**config.mk**
```make
export PLATFORM = sky130hd
export DESIGN_NAME = regfile_wb
export DESIGN_NICKNAME = d
export VERILOG_FILES = /design/src/rtl/regfile_wb_pkg.sv /design/src/rtl/wb_fifo.sv /design/src/rtl/regfile_wb.sv
export SDC_FILE = /design/constraint.sdc
export NUM_CORES = 2
export LEC_CHECK = 0
export ABC_AREA = 0
export ABC_CLOCK_PERIOD_IN_PS = 40200
export BUFFER_PORTS_ARGS = -buffer_cell sky130_fd_sc_hd__clkbuf_2
export CAP_MARGIN = 0
export CELL_PAD_IN_SITES_DETAIL_PLACEMENT = 0
export CELL_PAD_IN_SITES_GLOBAL_PLACEMENT = 1
export CORE_MARGIN = 5
export CORE_UTILIZATION = 35
export CTS_BUF_LIST = sky130_fd_sc_hd__clkbuf_4 sky130_fd_sc_hd__clkbuf_8
export CTS_CLUSTER_SIZE = 14
export DETAILED_ROUTE_END_ITERATION = 8
export GPL_TIMING_DRIVEN = 0
export PLACE_DENSITY_LB_ADDON = 0.1
export SYNTH_ARGS = -nofsm -noshare
export SYNTH_HDL_FRONTEND = slang
export SYNTH_SLANG_ARGS = --single-unit
export TNS_END_PERCENT = 100
```
**constraint.sdc**
```tcl
create_clock -name clk -period 40.2 [get_ports clk]
set_clock_uncertainty 0.05 [all_clocks]
set_input_delay 8.04 -clock clk [delete_from_list [all_inputs] [get_ports clk]]
set_output_delay 8.04 -clock clk [all_outputs]
set_load 0.02 [all_outputs]
```
**src/rtl/regfile_wb_pkg.sv**
```systemverilog
// Shared widths, payload type and read-port helper for the writeback register file.
package regfile_wb_pkg;

    localparam int unsigned REG_ADDR   = 5;
    localparam int unsigned REG_SIZE   = 32;
    localparam int unsigned FIFO_DEPTH = 2;
    localparam int unsigned NUM_REGS   = 1 << REG_ADDR;
    localparam int unsigned CNT_W      = $clog2(FIFO_DEPTH + 1);
    localparam int unsigned PTR_W      = $clog2(FIFO_DEPTH);

    typedef logic [REG_ADDR-1:0] reg_addr_t;
    typedef logic [REG_SIZE-1:0] reg_data_t;

    // One buffered multiply writeback.
    typedef struct packed {
        reg_addr_t dest;
        reg_data_t data;
    } wb_entry_t;

    // Register 0 is hardwired; otherwise this cycle's commit bypasses the bank.
    function automatic reg_data_t read_port(
        input reg_addr_t addr,
        input logic      commit_en,
        input reg_addr_t commit_dest,
        input reg_data_t commit_data,
        input reg_data_t bank_data
    );
        if (addr == '0) begin
            return '0;
        end
        if (commit_en && (commit_dest == addr)) begin
            return commit_data;
        end
        return bank_data;
    endfunction

endpackage

```
**src/rtl/wb_fifo.sv**
```systemverilog
// Small in-order buffer for multiply writebacks that could not commit directly.
module wb_fifo
    import regfile_wb_pkg::*;
(
    input  logic                clk,
    input  logic                reset,
    input  logic                i_push,
    input  wb_entry_t           i_push_entry,
    input  logic                i_pop,
    input  logic [REG_ADDR-1:0] i_match_addr1,
    input  logic [REG_ADDR-1:0] i_match_addr2,
    output wb_entry_t           o_head_c,
    output logic [CNT_W-1:0]    o_count,
    output logic                o_match1_c,
    output logic                o_match2_c
);

    wb_entry_t              r_entry [FIFO_DEPTH];
    logic [FIFO_DEPTH-1:0]  r_valid;
    logic [PTR_W-1:0]       r_wr_ptr;
    logic [PTR_W-1:0]       r_rd_ptr;
    logic [CNT_W-1:0]       r_count;

    // Storage, pointers and occupancy; pop clears before push so a same-cycle pair keeps order.
    always_ff @(posedge clk or posedge reset) begin
        if (reset) begin
            r_wr_ptr <= '0;
            r_rd_ptr <= '0;
            r_count  <= '0;
            r_valid  <= '0;
            for (int i = 0; i < FIFO_DEPTH; i++) begin
                r_entry[i] <= '0;
            end
        end else begin
            if (i_pop) begin
                r_valid[r_rd_ptr] <= 1'b0;
                r_rd_ptr          <= r_rd_ptr + PTR_W'(1);
            end
            if (i_push) begin
                r_entry[r_wr_ptr] <= i_push_entry;
                r_valid[r_wr_ptr] <= 1'b1;
                r_wr_ptr          <= r_wr_ptr + PTR_W'(1);
            end
            case ({i_push, i_pop})
                2'b10:   r_count <= r_count + CNT_W'(1);
                2'b01:   r_count <= r_count - CNT_W'(1);
                default: r_count <= r_count;
            endcase
        end
    end

    // Any valid entry (including one draining now) whose dest matches a nonzero read address.
    always_comb begin
        o_match1_c = 1'b0;
        o_match2_c = 1'b0;
        for (int i = 0; i < FIFO_DEPTH; i++) begin
            if (r_valid[i] && (r_entry[i].dest == i_match_addr1) && (i_match_addr1 != '0)) begin
                o_match1_c = 1'b1;
            end
            if (r_valid[i] && (r_entry[i].dest == i_match_addr2) && (i_match_addr2 != '0)) begin
                o_match2_c = 1'b1;
            end
        end
    end

    assign o_head_c = r_entry[r_rd_ptr];
    assign o_count  = r_count;

endmodule

```
**src/rtl/regfile_wb.sv**
```systemverilog
// 32-entry register file arbitrating main-pipeline and multiply writebacks, one commit per cycle.
module regfile_wb
    import regfile_wb_pkg::*;
(
    input  logic                clk,
    input  logic                reset,
    input  logic [REG_ADDR-1:0] src_reg1,
    input  logic [REG_ADDR-1:0] src_reg2,
    output logic [REG_SIZE-1:0] rdata1,
    output logic [REG_SIZE-1:0] rdata2,
    output logic                pend1,
    output logic                pend2,
    input  logic                wb_regwrite,
    input  logic [REG_ADDR-1:0] wb_dest_reg,
    input  logic [REG_SIZE-1:0] wb_data,
    input  logic                mul_regwrite,
    input  logic [REG_ADDR-1:0] mul_dest_reg,
    input  logic [REG_SIZE-1:0] mul_data,
    output logic                mul_stall,
    output logic [CNT_W-1:0]    fifo_count
);

    logic [REG_SIZE-1:0] r_bank [NUM_REGS];

    logic             w_main_valid;
    logic             w_mul_valid;
    logic             w_fifo_empty;
    logic             w_push;
    logic             w_pop;
    wb_entry_t        w_push_entry;
    wb_entry_t        w_head;
    logic [CNT_W-1:0] w_count;
    logic             w_commit_en;
    reg_addr_t        w_commit_dest;
    reg_data_t        w_commit_data;

    // Writes to register 0 are dropped; a stalled multiply request is ignored.
    assign w_main_valid = wb_regwrite && (wb_dest_reg != '0);
    assign w_mul_valid  = mul_regwrite && (mul_dest_reg != '0) && !mul_stall;
    assign w_fifo_empty = (w_count == '0);
    assign mul_stall    = (w_count == CNT_W'(FIFO_DEPTH));
    assign fifo_count   = w_count;

    // Multiply writes that lose arbitration or would overtake buffered ones are queued.
    assign w_push       = w_mul_valid && (w_main_valid || !w_fifo_empty);
    assign w_push_entry = '{dest: mul_dest_reg, data: mul_data};

    // Select the single commit for this cycle: main, then buffer head, then direct multiply.
    always_comb begin
        w_commit_en   = 1'b0;
        w_commit_dest = '0;
        w_commit_data = '0;
        w_pop         = 1'b0;
        if (w_main_valid) begin
            w_commit_en   = 1'b1;
            w_commit_dest = wb_dest_reg;
            w_commit_data = wb_data;
        end else if (!w_fifo_empty) begin
            w_commit_en   = 1'b1;
            w_commit_dest = w_head.dest;
            w_commit_data = w_head.data;
            w_pop         = 1'b1;
        end else if (w_mul_valid) begin
            w_commit_en   = 1'b1;
            w_commit_dest = mul_dest_reg;
            w_commit_data = mul_data;
        end
    end

    wb_fifo u_wb_fifo (
        .clk          (clk),
        .reset        (reset),
        .i_push       (w_push),
        .i_push_entry (w_push_entry),
        .i_pop        (w_pop),
        .i_match_addr1(src_reg1),
        .i_match_addr2(src_reg2),
        .o_head_c     (w_head),
        .o_count      (w_count),
        .o_match1_c   (pend1),
        .o_match2_c   (pend2)
    );

    // Register bank: cleared on reset, one write per edge.
    always_ff @(posedge clk or posedge reset) begin
        if (reset) begin
            for (int i = 0; i < NUM_REGS; i++) begin
                r_bank[i] <= '0;
            end
        end else if (w_commit_en) begin
            r_bank[w_commit_dest] <= w_commit_data;
        end
    end

    assign rdata1 = read_port(src_reg1, w_commit_en, w_commit_dest, w_commit_data, r_bank[src_reg1]);
    assign rdata2 = read_port(src_reg2, w_commit_en, w_commit_dest, w_commit_data, r_bank[src_reg2]);

endmodule
```
### After elaboration in Yosys (flattened, before gate mapping)

Cells that the tools add are included.

* register bits after elaboration: 1104
* output and inout bits: 69
* logic and storage cells: 152

* add/subtract/negate cells: 4
* order comparisons: 11
* equal/unequal tests: 9
* multiplexer cells: 51
* bitwise operators: 8
* reductions and logical operators: 29

Operator list (count)
* 1024-bit bitwise mux: 1
* 32-bit two-way mux: 16
* 32-bit binary-select mux with 5-bit select: 2
* 32-bit demux with 5-bit select: 1
* 37-bit two-way mux: 4
* 74-bit bitwise mux: 1
* 37-bit demux with 1-bit select: 1
* 5-bit equality test: 6
* 5-bit nonzero test: 4
* 6-bit greater-or-equal comparator (second input constant): 3
* 1-bit logical AND: 18
* 5-bit NOT with 6-bit output: 3
* 1-bit two-way mux: 17
* 5-bit two-way mux: 3
* 5-bit zero test: 2
* 6-bit by 1-bit < comparator with 1-bit output (second input constant): 1
* 2-bit equality test (second input constant): 2
* 2-bit greater-or-equal comparator (second input constant): 2
* 1-bit by 2-bit < comparator with 1-bit output (second input constant): 2
* 2-bit two-way mux: 2
* 1-bit NOT with 2-bit output: 2
* 2-bit one-hot mux with 2 select lines: 1
* 1-bit adder (second input constant): 2
* 2-bit by 1-bit adder with 2-bit output (second input constant): 1
* other kinds (12): 15

### Depth between registers and ports, before layout

* word-level depth: 12
* depth in mapped cells: 11
* depth with buffers taken out: 8

### Hierarchy

Synthesis repeated with hierarchy kept, for this count alone.

* cells, all modules: 5129
* area total of the unflattened synthesis: 58184.6 sq um

Modules (own cells, without submodules)
* regfile_wb: times used 1, cells each 4876, area an instance 54486.0 sq um
* wb_fifo: times used 1, cells each 253, area an instance 3698.5 sq um

### Least setup slack after synthesis

No wires, ideal clock.

* kind: input to output
* from: input wb_dest_reg[0]
* to: output rdata1[10]
* data arrival time: 10589 ps
* required time: 32110 ps
* setup slack: 21521 ps
* cell stages on the path: 8
* buffers on the path: 2
* path through: or4_4 > o21a_1 > o21ai_1 > buf_4 > mux2_2 > nor4_4 > buf_6 > mux2i_1

* word-level cells in the longest chain between the ends: 9

RTL lines
* start, declared: RTL line regfile_wb.sv:14 `input logic [REG_ADDR-1:0] wb_dest_reg,`
* 5-bit nonzero test: RTL line regfile_wb.sv:38 `assign w_main_valid = wb_regwrite && (wb_dest_reg != '0);`
* 1-bit logical AND: RTL line regfile_wb.sv:38
* 5-bit two-way mux: RTL line regfile_wb.sv:54 `if (w_main_valid) begin`
* 5-bit equality test: RTL line regfile_wb_pkg.sv:31 `if (commit_en && (commit_dest == addr)) begin`
* 1-bit logical AND: RTL line regfile_wb_pkg.sv:31
* 1-bit two-way mux (2 in a row): RTL line regfile_wb_pkg.sv:31
* 32-bit two-way mux (*): RTL line regfile_wb_pkg.sv:34 `return bank_data;`
* 32-bit two-way mux (*): RTL line regfile_wb_pkg.sv:31
* end, declared: RTL line regfile_wb.sv:9 `output logic [REG_SIZE-1:0] rdata1,`

Every way passes the cells marked *; elsewhere a longest branch is shown, timed or not. The select of a mux whose other input is x is not followed.

### Final worst setup path

* from: input src_reg2[1]
* to: output rdata2[18]

* word-level cells in the longest chain between the ends: 6

RTL lines
* start, declared: RTL line regfile_wb.sv:8 `input logic [REG_ADDR-1:0] src_reg2,`
* 5-bit NOT with 6-bit output (not written as such) / 5-bit equality test (equally long branches): RTL line regfile_wb.sv:96, regfile_wb_pkg.sv:31
* 32-bit binary-select mux with 5-bit select / 1-bit logical AND (equally long branches): RTL line regfile_wb.sv:96, regfile_wb_pkg.sv:31
* 32-bit two-way mux (not written as such) / 1-bit two-way mux (equally long branches) (2 in a row): RTL line regfile_wb.sv:96, regfile_wb_pkg.sv:31
* 32-bit two-way mux: RTL line regfile_wb_pkg.sv:34
* 32-bit two-way mux (*): RTL line regfile_wb_pkg.sv:31
* end, declared: RTL line regfile_wb.sv:10 `output logic [REG_SIZE-1:0] rdata2,`

Marked as above.

==> impl_results.md <==
- Top cell by count, worst path: clkbuf_1
- Drt first-iter violations: ~3700
- Pre-Repair DR Iteration Count: 5
- Post-synth top area cell: dfrtp_1
- Top post-synthesis cells by area: dfrtp_1 46%, mux4_2 21%, mux2_2 20%
- Die height: 426 µm
- Vias: ~40000
- CTS resizes: 0
- Final setup TNS: 0 ns
- Layout fillers: 16300
- FMAX: 45.8 MHz
- Fin crit share: 0.543
- Register area share after synthesis: 0.456
- Synth Register Bits: between 1000 and 1500
- Residual DRC: 0
- Area of the multi-input gates: 30900 µm²
- Actual slew at the worst max-slew pin: 1.48 ns
- Setup CP Type: in -> out
- Slowest stage cell, crit path: clkbuf_1
- Final instance area: 69100 µm²
- R2R cell count: 9
- Minimum clock period after layout: roughly 22 ns
- Final WL: approximately 250000 µm
- Share of post-route cells with drive strength above 1: 0.509
- Endpoint class of the critical path: primary output
- # clock sinks: 1104
- Final Max Slew Viols: 0
- Hold_buf cts: 0
- CP cell instances: clkbuf_1 -> clkbuf_1 -> clkbuf_1 -> or4_1 -> clkbuf_1 -> buf_1 -> nand2_1 -> mux2i_1 -> clkbuf_2
- Status: complete, no violations
- Initial core utilization: 0.352
- CP arrival: 13.75 ns
- Syn Inst Count: between 4000 and 5000
- Worst Hold Depth: 1
- Final #Nets: 4614
- Vias per Instance: ~5.8
- WL/cell: 36.4 µm
- Tot GR Track Use: 0.280
- Clk pin slew, worst setup/hold paths: ~0.06 ns
- Most frequent cell after synthesis: dfrtp_1
- Area of the core: approximately 170000 µm²
- CTS tree: done
- Register area: 27600 µm²
- Ys flop type: dfrtp_1
- VDD IR-drop max: 0.0361 mV
- Distinct cell type count after synthesis: just under 60
- Boundary pin count: 157
- Syn_nets: 4241
- First-pass GRT wire length: 350000 µm
- Row count: 152
- CTS Buffer Depth: 3
- RSZ-0062 raised after global routing: false
- Total leakage power: approximately 0.029 µW
- Area of the mapped netlist: 60500 µm²
- Slew HR: 0.0102
- Setup slack, reg-to-reg: around 36 ns
- Largest net degree at the start of global routing: 118
- Total power draw: 5160 µW
- Area growth from synthesis to layout: 14.1%
- Die area: around 180000 µm²
- Synth top area share: 0.456
- Vias in the first global route: 42100
- Post-CTS Setup Bufs: 0
- Initial antenna violation count: 5
- Antenna-violating nets left: 0
- Grt ovf: 0
- Startpoint types: input pin
- Final hold violations: 0
- Clock latency on the worst-skew pair: 0.95 ns
- CP max FO: 10
- Pwr per Cell Area: 74.7 nW/µm²
- H-tree depth: 4
- Placed cell area: ~65000 µm²
- CP peak stage delay: approximately 1.1 ns
- Yosys warns: 0
- Critical path required time: 32.11 ns
- Number of CTS-inserted buffers: between 200 and 250
- GPL Wtd Cong: 0.866
- Post-synth EDFFs: 0
- Root Buffer: clkbuf_8
- # port buffers: approximately 150
- Min-delay worst type: reg -> reg
- Final HPWL DP: 177000 µm
- Ys async rst share: 1.00
- Commonest cells post-synth: 1104 x dfrtp_1, 1058 x mux2_2, 577 x mux4_2, 272 x nand2_1, 216 x clkbuf_1
- Synthesized area per cell: 14.6 µm²
- Final setup viols: 0
- Die Wd: 426 µm
- Max_cap viols: 0
-- stage by stage --
step / hold WS (ns) / worst slack (ns) / utilization / std cells
CTS: 0.452 / 18.39 / 0.402 / 6994
global route: 0.463 / 18.44 / 0.402 / 7001
global placement: 0.436 / -14.58 / 0.374 / 6610
floorplan: 0.415 / 1.03 / - / 4152
detailed placement: 0.439 / 18.39 / 0.376 / 6623
finish: 0.452 / 18.36 / 0.402 / 7002
-- worst max-delay path, delay by kind of cell --
| family | cells | cell delay (ns) |
|---|---|---|
| buffers and inverters | 6 | 4.49 |
| multiplexers | 1 | 0.56 |
| AND/OR/NAND/NOR | 2 | 0.60 |
-- sequential cells by signal, indices dropped and copies added (netlist names) --
name and flops:
u_wb_fifo.o_count 2, u_wb_fifo.r_rd_ptr 1, u_wb_fifo.r_entry 74, r_bank 1024, u_wb_fifo.r_wr_ptr 1, u_wb_fifo.r_valid 2
-- cell type report --
| class | count | area share |
|---|---|---|
| Tap cell | 2310 | 0.0418 |
| Clock buffer | 347 | 0.0613 |
| Clock inverter | 24 | 0.00362 |
| Inverter | 8 | 0.000543 |
| Sequential cell | 1104 | 0.400 |
| Antenna cell | 5 | 0.000181 |
| Buffer | 423 | 0.0285 |
| Timing Repair Buffer | 164 | 0.0163 |
| Multi-Input combinational cell | 2617 | 0.448 |
-- routing by layer --
layer / global-route usage / routed length [µm] / up-vias
li1: - / - / 16600
met1: 0.389 / 111000 / 22400
met2: 0.448 / 119000 / 1448
met3: 0.0470 / 14900 / 419
met4: 0.0963 / 9880 / 0
met5: 0 / 0 / -
-- cells by family after synthesis --
| family | synth area share |
|---|---|
| flip-flops | 0.456 |
| AO/OA/AOI/OAI | 0.0164 |
| multiplexers | 0.439 |
| XOR/XNOR | 0.00405 |
| AND/OR/NAND/NOR | 0.0511 |
| buffers and inverters | 0.0325 |
| adder cells (fa/ha/maj) | 0.000207 |
-- power by group --
group	internal, µW	leakage [µW]	switching, µW	total [µW]
sequential	1630	0.0139	359	1990
clock	674	0.00238	527	1200
combinational	1050	0.0131	926	1980
total	3350	0.0294	1810	5160
-- placed cells by master (no fill, tap or decap), types with 51 or more instances in the layout --
cell type,n
nand2b_1,58
mux2_1,51
nand3b_1,57
buf_2,122
clkbuf_8,261
mux4_2,577
o22ai_1,63
nand2_1,272
nor2_1,189
mux2_2,1058
clkbuf_1,207
dfrtp_1,1104
clkbuf_4,86
mux2i_1,111
clkbuf_2,161
-- worst paths after layout --
check / from / to
worst max-delay path: src_reg2[1] / rdata2[18]
worst min-delay path: r_bank[308]$_DFFE_PP0P_ / r_bank[308]$_DFFE_PP0P_
worst max register to register: u_wb_fifo.o_count[0]$_DFFE_PP0P_ / r_bank[680]$_DFFE_PP0P_
worst min register to register: r_bank[308]$_DFFE_PP0P_ / r_bank[308]$_DFFE_PP0P_
max in group asynchronous: reset / r_bank[944]$_DFFE_PP0P_
min in group asynchronous: reset / u_wb_fifo.r_entry[65]$_DFFE_PP0P_
Note: power is estimated with default switching activity, not from simulation.
